--- src/rtl/regfile_wb_arbiter.sv ---
// Write-back arbiter for the register file: round-robin between ALU and load unit,
// one registered write per cycle, XZR writes dropped, plus a pending-write scoreboard.
module regfile_wb_arbiter #(
  parameter int DATA_W = 64,
  parameter int ADDR_W = 5
) (
  input  logic              clk,
  input  logic              reset,
  input  logic              alu_valid,
  output logic              alu_ready,
  input  logic [ADDR_W-1:0] alu_addr,
  input  logic [DATA_W-1:0] alu_data,
  input  logic              mem_valid,
  output logic              mem_ready,
  input  logic [ADDR_W-1:0] mem_addr,
  input  logic [DATA_W-1:0] mem_data,
  input  logic              issue_valid,
  input  logic [ADDR_W-1:0] issue_addr,
  input  logic              flush,
  output logic              rf_write,
  output logic [ADDR_W-1:0] rf_wrAddr,
  output logic [DATA_W-1:0] rf_wrData,
  input  logic [ADDR_W-1:0] rdAddrA,
  input  logic [ADDR_W-1:0] rdAddrB,
  output logic              busyA,
  output logic              busyB,
  output logic [31:0]       busy_vec
);

  typedef enum logic {SRC_ALU = 1'b0, SRC_MEM = 1'b1} src_t;

  localparam logic [ADDR_W-1:0] XZR = '1;

  src_t        last;
  logic        grantAlu;
  logic        grantMem;
  logic [31:0] busyNext;

  // On a conflict the source that did not win last time gets the port.
  always_comb begin
    grantAlu = 1'b0;
    grantMem = 1'b0;
    if (!reset) begin
      if (alu_valid && mem_valid) begin
        grantAlu = (last == SRC_MEM);
        grantMem = (last == SRC_ALU);
      end else begin
        grantAlu = alu_valid;
        grantMem = mem_valid;
      end
    end
  end

  assign alu_ready = grantAlu;
  assign mem_ready = grantMem;

  always_ff @(posedge clk) begin
    if (reset) begin
      last      <= SRC_MEM;
      rf_write  <= 1'b0;
      rf_wrAddr <= '0;
      rf_wrData <= '0;
    end else if (grantAlu) begin
      last      <= SRC_ALU;
      rf_write  <= (alu_addr != XZR);
      rf_wrAddr <= alu_addr;
      rf_wrData <= alu_data;
    end else if (grantMem) begin
      last      <= SRC_MEM;
      rf_write  <= (mem_addr != XZR);
      rf_wrAddr <= mem_addr;
      rf_wrData <= mem_data;
    end else begin
      rf_write  <= 1'b0;
    end
  end

  // Set is applied after clear so a new producer keeps the register pending.
  always_comb begin
    busyNext = flush ? 32'd0 : busy_vec;
    if (rf_write) busyNext[rf_wrAddr] = 1'b0;
    if (issue_valid && issue_addr != XZR) busyNext[issue_addr] = 1'b1;
    busyNext[31] = 1'b0;
  end

  always_ff @(posedge clk) begin
    if (reset) busy_vec <= '0;
    else       busy_vec <= busyNext;
  end

  assign busyA = busy_vec[rdAddrA];
  assign busyB = busy_vec[rdAddrB];

endmodule

--- config.mk ---
export PLATFORM = sky130hd
export DESIGN_NAME = regfile_wb_arbiter
export DESIGN_NICKNAME = d
export VERILOG_FILES = /design/src/rtl/regfile_wb_arbiter.sv
export SDC_FILE = /design/constraint.sdc
export NUM_CORES = 1
export LEC_CHECK = 0
export CAP_MARGIN = 30
export CELL_PAD_IN_SITES_DETAIL_PLACEMENT = 0
export CELL_PAD_IN_SITES_GLOBAL_PLACEMENT = 1
export CORE_MARGIN = 2
export CORE_UTILIZATION = 27
export DETAILED_ROUTE_END_ITERATION = 8
export MAX_ROUTING_LAYER = met4
export PLACE_DENSITY_LB_ADDON = 0.1
export SLEW_MARGIN = 30
export SYNTH_ARGS = -nofsm -noshare
export SYNTH_HDL_FRONTEND = slang
export SYNTH_SLANG_ARGS = --single-unit
--- constraint.sdc ---
create_clock -name clk -period 1.55 [get_ports clk]
set_input_delay 0.155 -clock clk [delete_from_list [all_inputs] [get_ports clk]]
set_output_delay 0.155 -clock clk [all_outputs]
set_load 0.1 [all_outputs]
==> run summary, run 1 <==
CTS
--------------------------------------------------------------------------------------------------
Clock latency at the later pin of the worst-skew pair ...............................      0.35 ns
Max H-tree Level ....................................................................            3
CTS tree ............................................................................          yes
Hold-fix buffer count after cts .....................................................            0
Clock sinks .........................................................................          102
Clock transition time at the flip-flop clock pins of the worst setup and hold paths .      0.07 ns
Cts bufs inserted ...................................................................            9
Maximum buffer depth of the clock tree ..............................................            2
Cell at the root of the clock tree ..................................................    clkbuf_16

STA
--------------------------------------------------------------------------------------------------
Period minus WS final ...............................................................      2.06 ns
Highest clock rate ..................................................................      486 MHz
Sum of negative setup slack .........................................................    -0.997 ns
Final worst path period share .......................................................         1.33
Slack of the critical path ..........................................................    -0.506 ns
Setup repair after global routing missed its margin .................................         true
Normalized max-slew margin ..........................................................        0.609
Final count of pins violating max slew ..............................................            0
Worst slack on hold paths ...........................................................    0.0933 ns
Endpoints failing setup .............................................................            2
Actual transition at the worst max-transition pin ...................................     0.586 ns
Final clock skew ....................................................................   0.00850 ns
Final hold viol count ...............................................................            0

POWER AND IR DROP
--------------------------------------------------------------------------------------------------
Clock power frac ....................................................................        0.289
Peak VDD IR .........................................................................       544 uV
Leakage .............................................................................      3.62 nW
Internal power of the cells .........................................................    0.00516 W
Design Power ........................................................................    0.00782 W
Power share of the combinational group ..............................................        0.341
P per Cell Area .....................................................................  815 mW/mm^2
Switching share of total power ......................................................        0.340
Net Switching .......................................................................    0.00266 W
Sequential cell fraction of total power .............................................        0.370

SYNTHESIS
--------------------------------------------------------------------------------------------------
Cell variety after synth ............................................................           39
Mux contribution to synthesized area ................................................       0.0765
Yosys reg bits ......................................................................          102
Compound-cell area share of the yosys netlist .......................................        0.278
Mean instance size in the synthesized netlist .......................................    8.61 um^2
Simple-Gate Fraction of Synth Area ..................................................        0.164
Sequential-to-total area share from yosys stat ......................................        0.429
Biggest area consumer among synthesized cells .......................................      dfxtp_1
Post-synth top area share ...........................................................        0.429
Number of synthesis warnings ........................................................            0
Adder-cell share of the synthesized area ............................................            0
Post-synth net total ................................................................          712
Xor/xnor cell area share of the yosys netlist .......................................            0
Dominant combinational cell family by area after synthesis .......................... compound AO/OA/AOI/OAI gates
Cells after synthesis ...............................................................          553
Cell types with the largest area share after synthesis .............................. dfxtp_1, a22oi_1, a21oi_1, nand2_1, mux2i_1
Mapped cell area .................................................................... 0.00476 mm^2

FLOORPLANNING
--------------------------------------------------------------------------------------------------
Die Wd ..............................................................................       137 um
Number of rows in the core area .....................................................           48
Number of primary I/O pins ..........................................................          265
Effective utilization at floorplan ..................................................        0.275
Die extent in y .....................................................................       137 um
Core footprint ......................................................................  0.0173 mm^2
Die Footprint .......................................................................  0.0187 mm^2

SETUP PATH
--------------------------------------------------------------------------------------------------
Slack of the worst reg-to-reg path ..................................................      0.09 ns
Start of the worst register-to-register path ........................................         last
CP Data Required Time ...............................................................      1.39 ns
Startpoint types ....................................................................         flop
Logic depth of the worst register-to-register path ..................................            8
Maximum fanout along the worst path .................................................            4
WP data arrival .....................................................................      1.90 ns
Worst setup path class ..............................................................      reg2out
Critical Path End Type ..............................................................   output pin
Worst flop-to-flop path endpoint .................................................... rf_wrData[24]

ROUTING
--------------------------------------------------------------------------------------------------
Per-cell routed wire length .........................................................      17.9 um
First-pass iteration count of the detailed router ...................................            5
Antenna Nets Post-Route .............................................................            0
Residual DRC count ..................................................................            0
Number of DRC violations after detailed-routing iteration 0 .........................          396
Total via count in the routed design ................................................         5471
Aggregate routed wire length ........................................................     19300 um
Via density .........................................................................         5.06

PLACE
--------------------------------------------------------------------------------------------------
Half-perimeter wire length of the detailed placement result .........................     15400 um
Place WS ............................................................................    -0.601 ns
Total of buffers placed on input and output ports ...................................          263
Routability-driven placement congestion ratio .......................................        0.951

GLOBAL ROUTE
--------------------------------------------------------------------------------------------------
First-pass GRT wire length ..........................................................     29600 um
Total overflow reported by the global router ........................................            0
Most used routing layer in global routing ...........................................         met2
Tot GR Track Use ....................................................................        0.213
Vias in the first global route ......................................................         5527
Largest net degree at the start of global routing ...................................           54
GRT met3 Usage ......................................................................       0.0504
Met1 layer usage reported by global route ...........................................        0.236
Initial antenna violation count .....................................................            0
GRT met2 Usage ......................................................................        0.373

FINISH
--------------------------------------------------------------------------------------------------
Share of cells above drive strength 1 ...............................................        0.289
Fillers .............................................................................         1498
Final standard cell utilization of the core .........................................        0.555
Layout Nets .........................................................................         1011
Area added between synthesis and finish .............................................         102%
Ant. Diodes .........................................................................            0

MIN PATH
--------------------------------------------------------------------------------------------------
HP Start ............................................................................        reset
Worst hold path class ...............................................................       in2reg
Hold Path Sink ......................................................................         last
Hold path cells .....................................................................            3

FLOW RUN
--------------------------------------------------------------------------------------------------
Max Cap Viol ........................................................................            0

STATUS
--------------------------------------------------------------------------------------------------
Run status .......................................................................... finished with violations
Violated checks ..................................................................... negative setup slack

## cell usage after synthesis
master	count
mux4_2	4
o21ai_0	3
buf_2	18
a311oi_1	1
o21bai_1	1
nor2_1	21
nand4_1	2
o211ai_1	15
a32oi_1	16
clkbuf_1	25
inv_1	3
a211oi_1	2
mux2i_1	15
nor3b_1	7
conb_1	1
nand2_1	108
buf_6	3
mux4_1	3
inv_2	2
buf_4	1
nand4b_1	1
dfxtp_1	102
nand3b_1	7
nor3_1	2
a21oi_1	84
or3b_2	1
nand3_1	8
nor3b_2	1
a211oi_4	1
nand2b_1	2
and3_1	3
mux2_2	4
and3b_1	5
o2111ai_1	1
nor2b_1	4
a22oi_1	72
o221ai_1	2
o311a_1	1
o311ai_0	1
## logic make-up after synthesis
kind of cell           after synthesis
AOI/OAI and AO/OA                  200
and+or+nand+nor                    172
muxes                               26
DFF                                102
buffers and inverters               52
other                                1
## what timing repair did
item / in CTS / in global routing
cloned: 1 / 0
setup buffers: 3 / 2
hold endpoints to repair: 0 / 0
pin swaps: 0 / 2
endpoints found under the setup margin: 3 / 7
resized for setup: 6 / 4
## metal layers
layer | part of all wire | vias up | wire length [um]
li1 | - | 2641 | -
met1 | 0.38 | 2529 | 7360
met2 | 0.52 | 270 | 10100
met3 | 0.078 | 31 | 1510
met5 | 0 | - | 0
met4 | 0.021 | 0 | 407
## through the flow
stage | instance area (um^2) | std cells
global route | 9600 | 1082
floorplan | 4840 | 553
global placement | 9220 | 1060
CTS | 9570 | 1080
finish | 9600 | 1082
detailed placement | 9220 | 1060
## final cells by class
type,instances,area (um^2),share of cell area
repair buffers,335,4390,0.457
multi-input cells,399,2500,0.261
flip-flops and latches,102,2110,0.220
clock buffers,14,285,0.0297
well taps,225,282,0.0293
inverters,5,18.8,0.00196
clock inverters,2,11.3,0.00117
## flip-flops by register name, indices dropped and copies added, names as in the netlist
signal / cells
busy_vec: 31
last: 1
rf_write: 1
rf_wrData: 64
rf_wrAddr: 5
## power groups by stage
stage                     Clock (W)  Sequential (W)  Combinational, W
after floorplan                   0         0.00377          0.000525
after global placement            0         0.00295           0.00262
after detailed placement          0         0.00296           0.00265
after CTS                   0.00234         0.00290           0.00267
after global routing        0.00246         0.00291           0.00278
final                       0.00226         0.00290           0.00267
## critical path, stage by stage (launching register included)
cell and delay, ns:
dfxtp_4 0.36, mux4_2 0.46, mux2_2 0.27, nand3b_1 0.08
nand4_1 0.15, buf_12 0.23
## how the worst max path moves through the flow
stage / startpoint / end / slack (ns) / cells after the start
final: busy_vec[11] / busyA / -0.51 / 5
after global routing: busy_vec[15] / busyB / -0.54 / 5
after CTS: busy_vec[11] / busyA / -0.54 / 5
after detailed placement: rdAddrB[1] / busyB / -0.60 / 8
after global placement: rdAddrB[1] / busyB / -0.56 / 7
after floorplan: busy_vec[15] / busyB / -0.76 / 4
## cells in the final DEF, fill, tap and decap left out, types with 2 or more instances in the layout
| master | count |
|---|---|
| a211oi_1 | 2 |
| a21oi_1 | 83 |
| a22oi_1 | 71 |
| a32oi_1 | 16 |
| and3_1 | 3 |
| and3b_1 | 5 |
| buf_12 | 116 |
| buf_4 | 60 |
| clkbuf_1 | 2 |
| clkbuf_16 | 10 |
| clkbuf_8 | 2 |
| clkdlybuf4s50_1 | 153 |
| dfxtp_1 | 69 |
| dfxtp_2 | 21 |
| dfxtp_4 | 12 |
| dlygate4sd2_1 | 3 |
| inv_1 | 2 |
| inv_2 | 3 |
| mux2_2 | 3 |
| mux2i_1 | 15 |
| mux4_2 | 7 |
| nand2_1 | 108 |
| nand2b_1 | 2 |
| nand3_1 | 8 |
| nand3b_1 | 7 |
| nand4_1 | 2 |
| nor2_1 | 21 |
| nor2b_1 | 4 |
| nor3_1 | 2 |
| nor3b_1 | 4 |
| nor3b_2 | 4 |
| o211ai_1 | 15 |
| o21ai_0 | 3 |
| o221ai_1 | 2 |
No activity file was read; power rests on OpenSTA's default activity.
==> run 2, diff against run 1 <==
==> constraint.sdc (replaced) <==
create_clock -name clk -period 1.55 [get_ports clk]
set_input_delay 0.31 -clock clk [delete_from_list [all_inputs] [get_ports clk]]
set_output_delay 0.31 -clock clk [all_outputs]
set_load 0.1 [all_outputs]
==> run summary, run 2 (synthesis results as in run 1) <==
STATUS
--------------------------------------------------------------------------------------------------
Run status .......................................................................... finished with violations
Violated checks ..................................................................... negative setup slack

FLOORPLANNING
--------------------------------------------------------------------------------------------------
Core footprint ......................................................................  0.0173 mm^2   unchanged
Die Wd ..............................................................................       137 um   unchanged
Number of rows in the core area .....................................................           48   unchanged
Die extent in y .....................................................................       137 um   unchanged
Die Footprint .......................................................................  0.0187 mm^2   unchanged
Number of primary I/O pins ..........................................................          265   unchanged
Effective utilization at floorplan ..................................................        0.275   unchanged

STA
--------------------------------------------------------------------------------------------------
Final hold viol count ...............................................................            0   unchanged
Period minus WS final ...............................................................      2.22 ns   +0.160 ns
Worst slack on hold paths ...........................................................     0.184 ns   +0.0909 ns
Final worst path period share .......................................................         1.43   +0.103
Sum of negative setup slack .........................................................     -1.43 ns   -0.438 ns
Setup repair after global routing missed its margin .................................         true
Endpoints failing setup .............................................................            4   +2
Final clock skew ....................................................................   0.00957 ns   +0.00107 ns
Highest clock rate ..................................................................      451 MHz   -7.2%
Final count of pins violating max slew ..............................................            0   unchanged
Slack of the critical path ..........................................................    -0.665 ns   -0.160 ns

POWER AND IR DROP
--------------------------------------------------------------------------------------------------
Net Switching .......................................................................    0.00270 W   +1.4%
Clock power frac ....................................................................        0.316   +0.027
Switching share of total power ......................................................        0.332   -0.00827
Peak VDD IR .........................................................................       543 uV   about the same
Power share of the combinational group ..............................................        0.328   -0.013
Sequential cell fraction of total power .............................................        0.356   -0.014
Leakage .............................................................................      3.64 nW   +0.69%
P per Cell Area .....................................................................  840 mW/mm^2   +3.1%
Internal power of the cells .........................................................    0.00543 W   +5.3%

PLACE
--------------------------------------------------------------------------------------------------
Placed cell count ...................................................................         1064   +0.38%
Half-perimeter wire length of the detailed placement result .........................     16000 um   +4.2%
Total of buffers placed on input and output ports ...................................          263   unchanged
Routability-driven placement congestion ratio .......................................        0.919   -3.4%

ROUTING
--------------------------------------------------------------------------------------------------
First-pass iteration count of the detailed router ...................................            5   unchanged
Total via count in the routed design ................................................         5515   +0.80%
Per-cell routed wire length .........................................................      18.4 um   +2.7%
Antenna Nets Post-Route .............................................................            0   unchanged
Aggregate routed wire length ........................................................     20000 um   +3.3%
Residual DRC count ..................................................................            0   unchanged
Via density .........................................................................         5.07   +0.25%
Number of DRC violations after detailed-routing iteration 0 .........................          271   -32%

SETUP PATH
--------------------------------------------------------------------------------------------------
CP Data Required Time ...............................................................      1.24 ns   -0.15 ns
Startpoint types ....................................................................         flop
Critical Path End Type ..............................................................   output pin
Largest stage delay on the critical path ............................................      0.46 ns   about the same
Slowest stage cell, crit path .......................................................       mux4_2
Buf+Inv Stages, Crit Path ...........................................................            1   unchanged
Crit-path leading delay family ...................................................... multiplexers
Worst-path cell chain ............................................................... mux4_2 > mux2_2 > nand3b_1 > nand4_1 > buf_12
WP data arrival .....................................................................      1.91 ns   about the same
Worst setup path class ..............................................................      reg2out
Maximum fanout along the worst path .................................................            4   unchanged

FINISH
--------------------------------------------------------------------------------------------------
Area taken by multi-input logic gates ............................................... 0.00254 mm^2   +1.6%
Fillers .............................................................................         1525   +1.8%
Area added between synthesis and finish .............................................         103%
Leading cell type in the layout, fill and taps excluded ............................. clkdlybuf4s50_1
Registers with the highest flip-flop counts ......................................... rf_wrData x64, busy_vec x31, rf_wrAddr x5
Layout Nets .........................................................................         1015   +0.40%
Final cell count without fillers ....................................................         1088   +0.55%
Largest register by flop count ......................................................    rf_wrData
Sequential standard cell area ....................................................... 0.00212 mm^2   +0.12%
Most frequent cells in the layout ................................................... clkdlybuf4s50_1, buf_12, nand2_1
Flip-flop count of the largest register, all copies and words added .................           64   unchanged
Share of cells above drive strength 1 ...............................................        0.305   +0.0161

CTS
--------------------------------------------------------------------------------------------------
Cts bufs inserted ...................................................................            9   unchanged
CTS tree ............................................................................          yes
Max H-tree Level ....................................................................            3   unchanged
Clock sinks .........................................................................          102   unchanged
Cell at the root of the clock tree ..................................................    clkbuf_16
Clock latency at the later pin of the worst-skew pair ...............................      0.35 ns   about the same
Clock transition time at the flip-flop clock pins of the worst setup and hold paths .      0.07 ns   about the same
Maximum buffer depth of the clock tree ..............................................            2   unchanged

FLOW RUN
--------------------------------------------------------------------------------------------------
Max Cap Viol ........................................................................            0   unchanged

GLOBAL ROUTE
--------------------------------------------------------------------------------------------------
Vias in the first global route ......................................................         5548   +0.38%
Total overflow reported by the global router ........................................            0   unchanged
Tot GR Track Use ....................................................................        0.221   +0.00739
Initial antenna violation count .....................................................            2   +2
First-pass GRT wire length ..........................................................     30200 um   +2.3%
Largest net degree at the start of global routing ...................................           45   -17%

MIN PATH
--------------------------------------------------------------------------------------------------
Worst hold path class ...............................................................       in2reg

==> run 2: layout make-up <==
type | instances | share of cell area
Antenna cell | 2 | 0.000517
Clock buffer | 11 | 0.0273
Clock inverter | 5 | 0.00815
Inverter | 5 | 0.00194
Multi-Input combinational cell | 399 | 0.263
Sequential cell | 102 | 0.219
Tap cell | 225 | 0.0291
Timing Repair Buffer | 339 | 0.452
==> run 2: path summary, 6_finish.rpt <==
check                                    from            end  slack (ns)  cells past startpoint
worst min register to register  rf_wrData[11]  rf_wrData[11]        0.49                      2
worst max register to register           last  rf_wrData[15]        0.09                      8
worst max-delay path             busy_vec[11]          busyA       -0.67                      5
worst min-delay path                    reset           last        0.18                      3
==> run 2: what timing repair did <==
action / in CTS / in global routing
setup buffers: 6 / 0
cloned: 1 / 0
gates resized for setup: 15 / 14
hold endpoints to repair: 0 / 0
setup endpoints to repair: 5 / 53
pin swaps: 3 / 3
hold buffers: 0 / 0
==> run 2: power groups by stage <==
stage / Combinational [W] / Clock (W) / Sequential [W]
after CTS: 0.00267 / 0.00265 / 0.00290
final: 0.00267 / 0.00257 / 0.00290
after detailed placement: 0.00264 / 0 / 0.00296
after global routing: 0.00278 / 0.00276 / 0.00291
after floorplan: 0.000526 / 0 / 0.00377
after global placement: 0.00262 / 0 / 0.00295
==> run 2: worst register-to-register path, stage by stage, from the launching register on <==
cell       delay [ns]
dfxtp_4          0.36
inv_2            0.06
a21oi_2          0.05
nand2_1          0.09
inv_2            0.06
buf_4            0.16
bufbuf_16        0.28
a22oi_1          0.19
a21oi_1          0.08
==> run 2: metrics by stage <==
stage	setup slack, ns	instance area [um^2]	power (W)	utilization
final	-0.665	9680	0.00813	0.559
after global routing	-0.745	9680	0.00845	0.559
after CTS	-0.672	9630	0.00822	0.557
after detailed placement	-0.967	9200	0.00560	0.532
after global placement	-0.906	9200	0.00557	0.532
after floorplan	-0.911	4840	0.00430	-
==> run 2: layer usage <==
layer | part of all wire | vias to the layer above | wire, um | global-route usage
li1 | - | 2662 | - | -
met1 | 0.37 | 2562 | 7450 | 0.241
met2 | 0.51 | 257 | 10200 | 0.372
met3 | 0.090 | 34 | 1810 | 0.0711
met4 | 0.025 | 0 | 499 | 0.0905
met5 | 0 | - | 0 | -
==> run 3, diff against run 2 <==
CTS_CLUSTER_DIAMETER = 30   (was unset)
PLACE_DENSITY = 0.84   (was unset)
PLACE_DENSITY_LB_ADDON = unset   (was 0.1)
==> run summary, run 3 (synthesis results as in run 1) <==
MIN PATH
--------------------------------------------------------------------------------------------------
Worst hold path class ...............................................................       in2reg

CTS
--------------------------------------------------------------------------------------------------
Clock transition time at the flip-flop clock pins of the worst setup and hold paths .      0.07 ns   about the same
Clock sinks .........................................................................          102   unchanged
Clock latency at the later pin of the worst-skew pair ...............................      0.35 ns   about the same
Max H-tree Level ....................................................................            3   unchanged
CTS tree ............................................................................          yes
Maximum buffer depth of the clock tree ..............................................            2   unchanged
Cts bufs inserted ...................................................................            9   unchanged
Cell at the root of the clock tree ..................................................    clkbuf_16

STA
--------------------------------------------------------------------------------------------------
Normalized max-slew margin ..........................................................        0.569
Actual transition at the worst max-transition pin ...................................     0.646 ns
Final count of pins violating max slew ..............................................            0   unchanged
Final worst path period share .......................................................         1.44   +0.00807
Sum of negative setup slack .........................................................     -1.48 ns   -0.0478 ns
Final hold viol count ...............................................................            0   unchanged
Highest clock rate ..................................................................      449 MHz   -0.56%
Final clock skew ....................................................................   0.00978 ns   +0.000210 ns
Endpoints failing setup .............................................................            4   unchanged
Setup repair after global routing missed its margin .................................         true
Period minus WS final ...............................................................      2.23 ns   +0.0125 ns
Slack of the critical path ..........................................................    -0.678 ns   -0.0125 ns
Worst slack on hold paths ...........................................................     0.229 ns   +0.0446 ns

SETUP PATH
--------------------------------------------------------------------------------------------------
Startpoint types ....................................................................         flop
Critical Path End Type ..............................................................   output pin
Buf+Inv Stages, Crit Path ...........................................................            1   unchanged
Slack of the worst reg-to-reg path ..................................................      0.05 ns   -0.04 ns
Slowest stage cell, crit path .......................................................       mux4_2
Maximum fanout along the worst path .................................................            3   -1
WP data arrival .....................................................................      1.92 ns   about the same
Largest stage delay on the critical path ............................................      0.46 ns   about the same
Crit-path leading delay family ...................................................... multiplexers
Worst setup path class ..............................................................      reg2out
Worst-path cell chain ............................................................... mux4_2 > mux2_2 > nand3b_1 > nand4_1 > buf_12
CP Data Required Time ...............................................................      1.24 ns   about the same

POWER AND IR DROP
--------------------------------------------------------------------------------------------------
Power share of the combinational group ..............................................        0.335   +0.007
Sequential cell fraction of total power .............................................        0.364   +0.008
Clock power frac ....................................................................        0.301   -0.015
Internal power of the cells .........................................................    0.00523 W   -3.7%
Switching share of total power ......................................................        0.341   +0.00914
Peak VDD IR .........................................................................       519 uV   -4.6%
P per Cell Area .....................................................................  826 mW/mm^2   -1.7%
Leakage .............................................................................      3.62 nW   -0.72%
Net Switching .......................................................................    0.00271 W   +0.33%

GLOBAL ROUTE
--------------------------------------------------------------------------------------------------
First-pass GRT wire length ..........................................................     28800 um   -4.7%
Tot GR Track Use ....................................................................        0.208   -0.0128
Total overflow reported by the global router ........................................            0   unchanged
Vias in the first global route ......................................................         5304   -4.4%
Initial antenna violation count .....................................................            2   unchanged
Largest net degree at the start of global routing ...................................           61   +36%

FINISH
--------------------------------------------------------------------------------------------------
Layout Nets .........................................................................         1014   -0.099%
Most frequent cells in the layout ................................................... clkdlybuf4s50_1, buf_12, nand2_1
Final standard cell utilization of the core .........................................        0.556   -0.00383
Area added between synthesis and finish .............................................         102%
Leading cell type in the layout, fill and taps excluded ............................. clkdlybuf4s50_1
Share of cells above drive strength 1 ...............................................        0.298   -0.00778
Largest register by flop count ......................................................    rf_wrData
Registers with the highest flip-flop counts ......................................... rf_wrData x64, busy_vec x31, rf_wrAddr x5
Flip-flop count of the largest register, all copies and words added .................           64   unchanged

FLOORPLANNING
--------------------------------------------------------------------------------------------------
Die extent in y .....................................................................       137 um   unchanged
Die Wd ..............................................................................       137 um   unchanged
Number of primary I/O pins ..........................................................          265   unchanged
Effective utilization at floorplan ..................................................        0.275   unchanged
Die Footprint .......................................................................  0.0187 mm^2   unchanged
Number of rows in the core area .....................................................           48   unchanged
Core footprint ......................................................................  0.0173 mm^2   unchanged

FLOW RUN
--------------------------------------------------------------------------------------------------
Max Cap Viol ........................................................................            0   unchanged

ROUTING
--------------------------------------------------------------------------------------------------
Per-cell routed wire length .........................................................      17.3 um   -5.7%
Residual DRC count ..................................................................            0   unchanged
Aggregate routed wire length ........................................................     18800 um   -5.8%
Total via count in the routed design ................................................         5430   -1.5%
Via density .........................................................................         5.00   -1.5%
Number of DRC violations after detailed-routing iteration 0 .........................          302   +11%
First-pass iteration count of the detailed router ...................................            5   unchanged
Antenna Nets Post-Route .............................................................            0   unchanged

PLACE
--------------------------------------------------------------------------------------------------
Total of buffers placed on input and output ports ...................................          263   unchanged
Routability-driven placement congestion ratio .......................................        0.871   -5.2%
Half-perimeter wire length of the detailed placement result .........................     14800 um   -7.3%

STATUS
--------------------------------------------------------------------------------------------------
Violated checks ..................................................................... negative setup slack
Run status .......................................................................... finished with violations

-- run 3: worst reg2reg max path: stages (launching register included) --
cell	delay, ns
dfxtp_2	0.34
inv_2	0.06
a21oi_2	0.05
nand2_1	0.10
inv_2	0.06
buf_12	0.13
buf_8	0.14
buf_4	0.16
a22oi_1	0.22
a21oi_1	0.09
-- run 3: through the flow --
| stage | setup WS (ns) | total power, W | cell area [um^2] | cells |
|---|---|---|---|---|
| 2_1_floorplan | -0.911 | 0.00430 | 4840 | 553 |
| 3_3_place_gp | -0.920 | 0.00556 | 9180 | 1060 |
| 3_5_place_dp | -0.964 | 0.00558 | 9180 | 1060 |
| 4_1_cts | -0.678 | 0.00799 | 9580 | 1087 |
| 5_1_grt | -0.747 | 0.00823 | 9610 | 1087 |
| 6_report | -0.678 | 0.00794 | 9610 | 1087 |
-- run 3: area by class of cell --
cell class                      count  area [um^2]
Fill cell                        1548         7690
Tap cell                          225          282
Sequential cell                   102         2110
Clock buffer                       12          258
Multi-Input combinational cell    399         2520
Antenna cell                        2         5.00
Inverter                            5         18.8
Clock inverter                      4         50.0
Timing Repair Buffer              338         4360
-- run 3: timing repair --
action	4_1_cts	5_1_grt
endpoints found under the setup margin	4	32
endpoints found under the hold margin	0	0
hold buffers	0	0
resized for setup	13	9
setup buffers	11	0
pin swaps	2	1
-- run 3: final timing paths --
kind                                 endpoint  depth (start not counted)           from
worst min register to register  rf_wrData[30]                          2  rf_wrData[30]
worst max-delay path                    busyB                          5   busy_vec[15]
worst max register to register  rf_wrData[14]                          9           last
worst min-delay path                     last                          3          reset
-- run 3: power by group through the flow --
stage / Clock [W] / Combinational (W) / Sequential [W]
2_1_floorplan: 0 / 0.000526 / 0.00377
3_3_place_gp: 0 / 0.00262 / 0.00294
3_5_place_dp: 0 / 0.00263 / 0.00295
4_1_cts: 0.00244 / 0.00266 / 0.00289
5_1_grt: 0.00256 / 0.00277 / 0.00290
6_report: 0.00239 / 0.00266 / 0.00289
-- run 3: layer usage --
layer / GRT usage / share of wire / up-vias / wire [um]
li1: - / - / 2646 / -
met1: 0.243 / 0.40 / 2524 / 7470
met2: 0.343 / 0.50 / 225 / 9450
met3: 0.0474 / 0.072 / 35 / 1360
met4: 0.0899 / 0.029 / 0 / 547
met5: - / 0 / - / 0
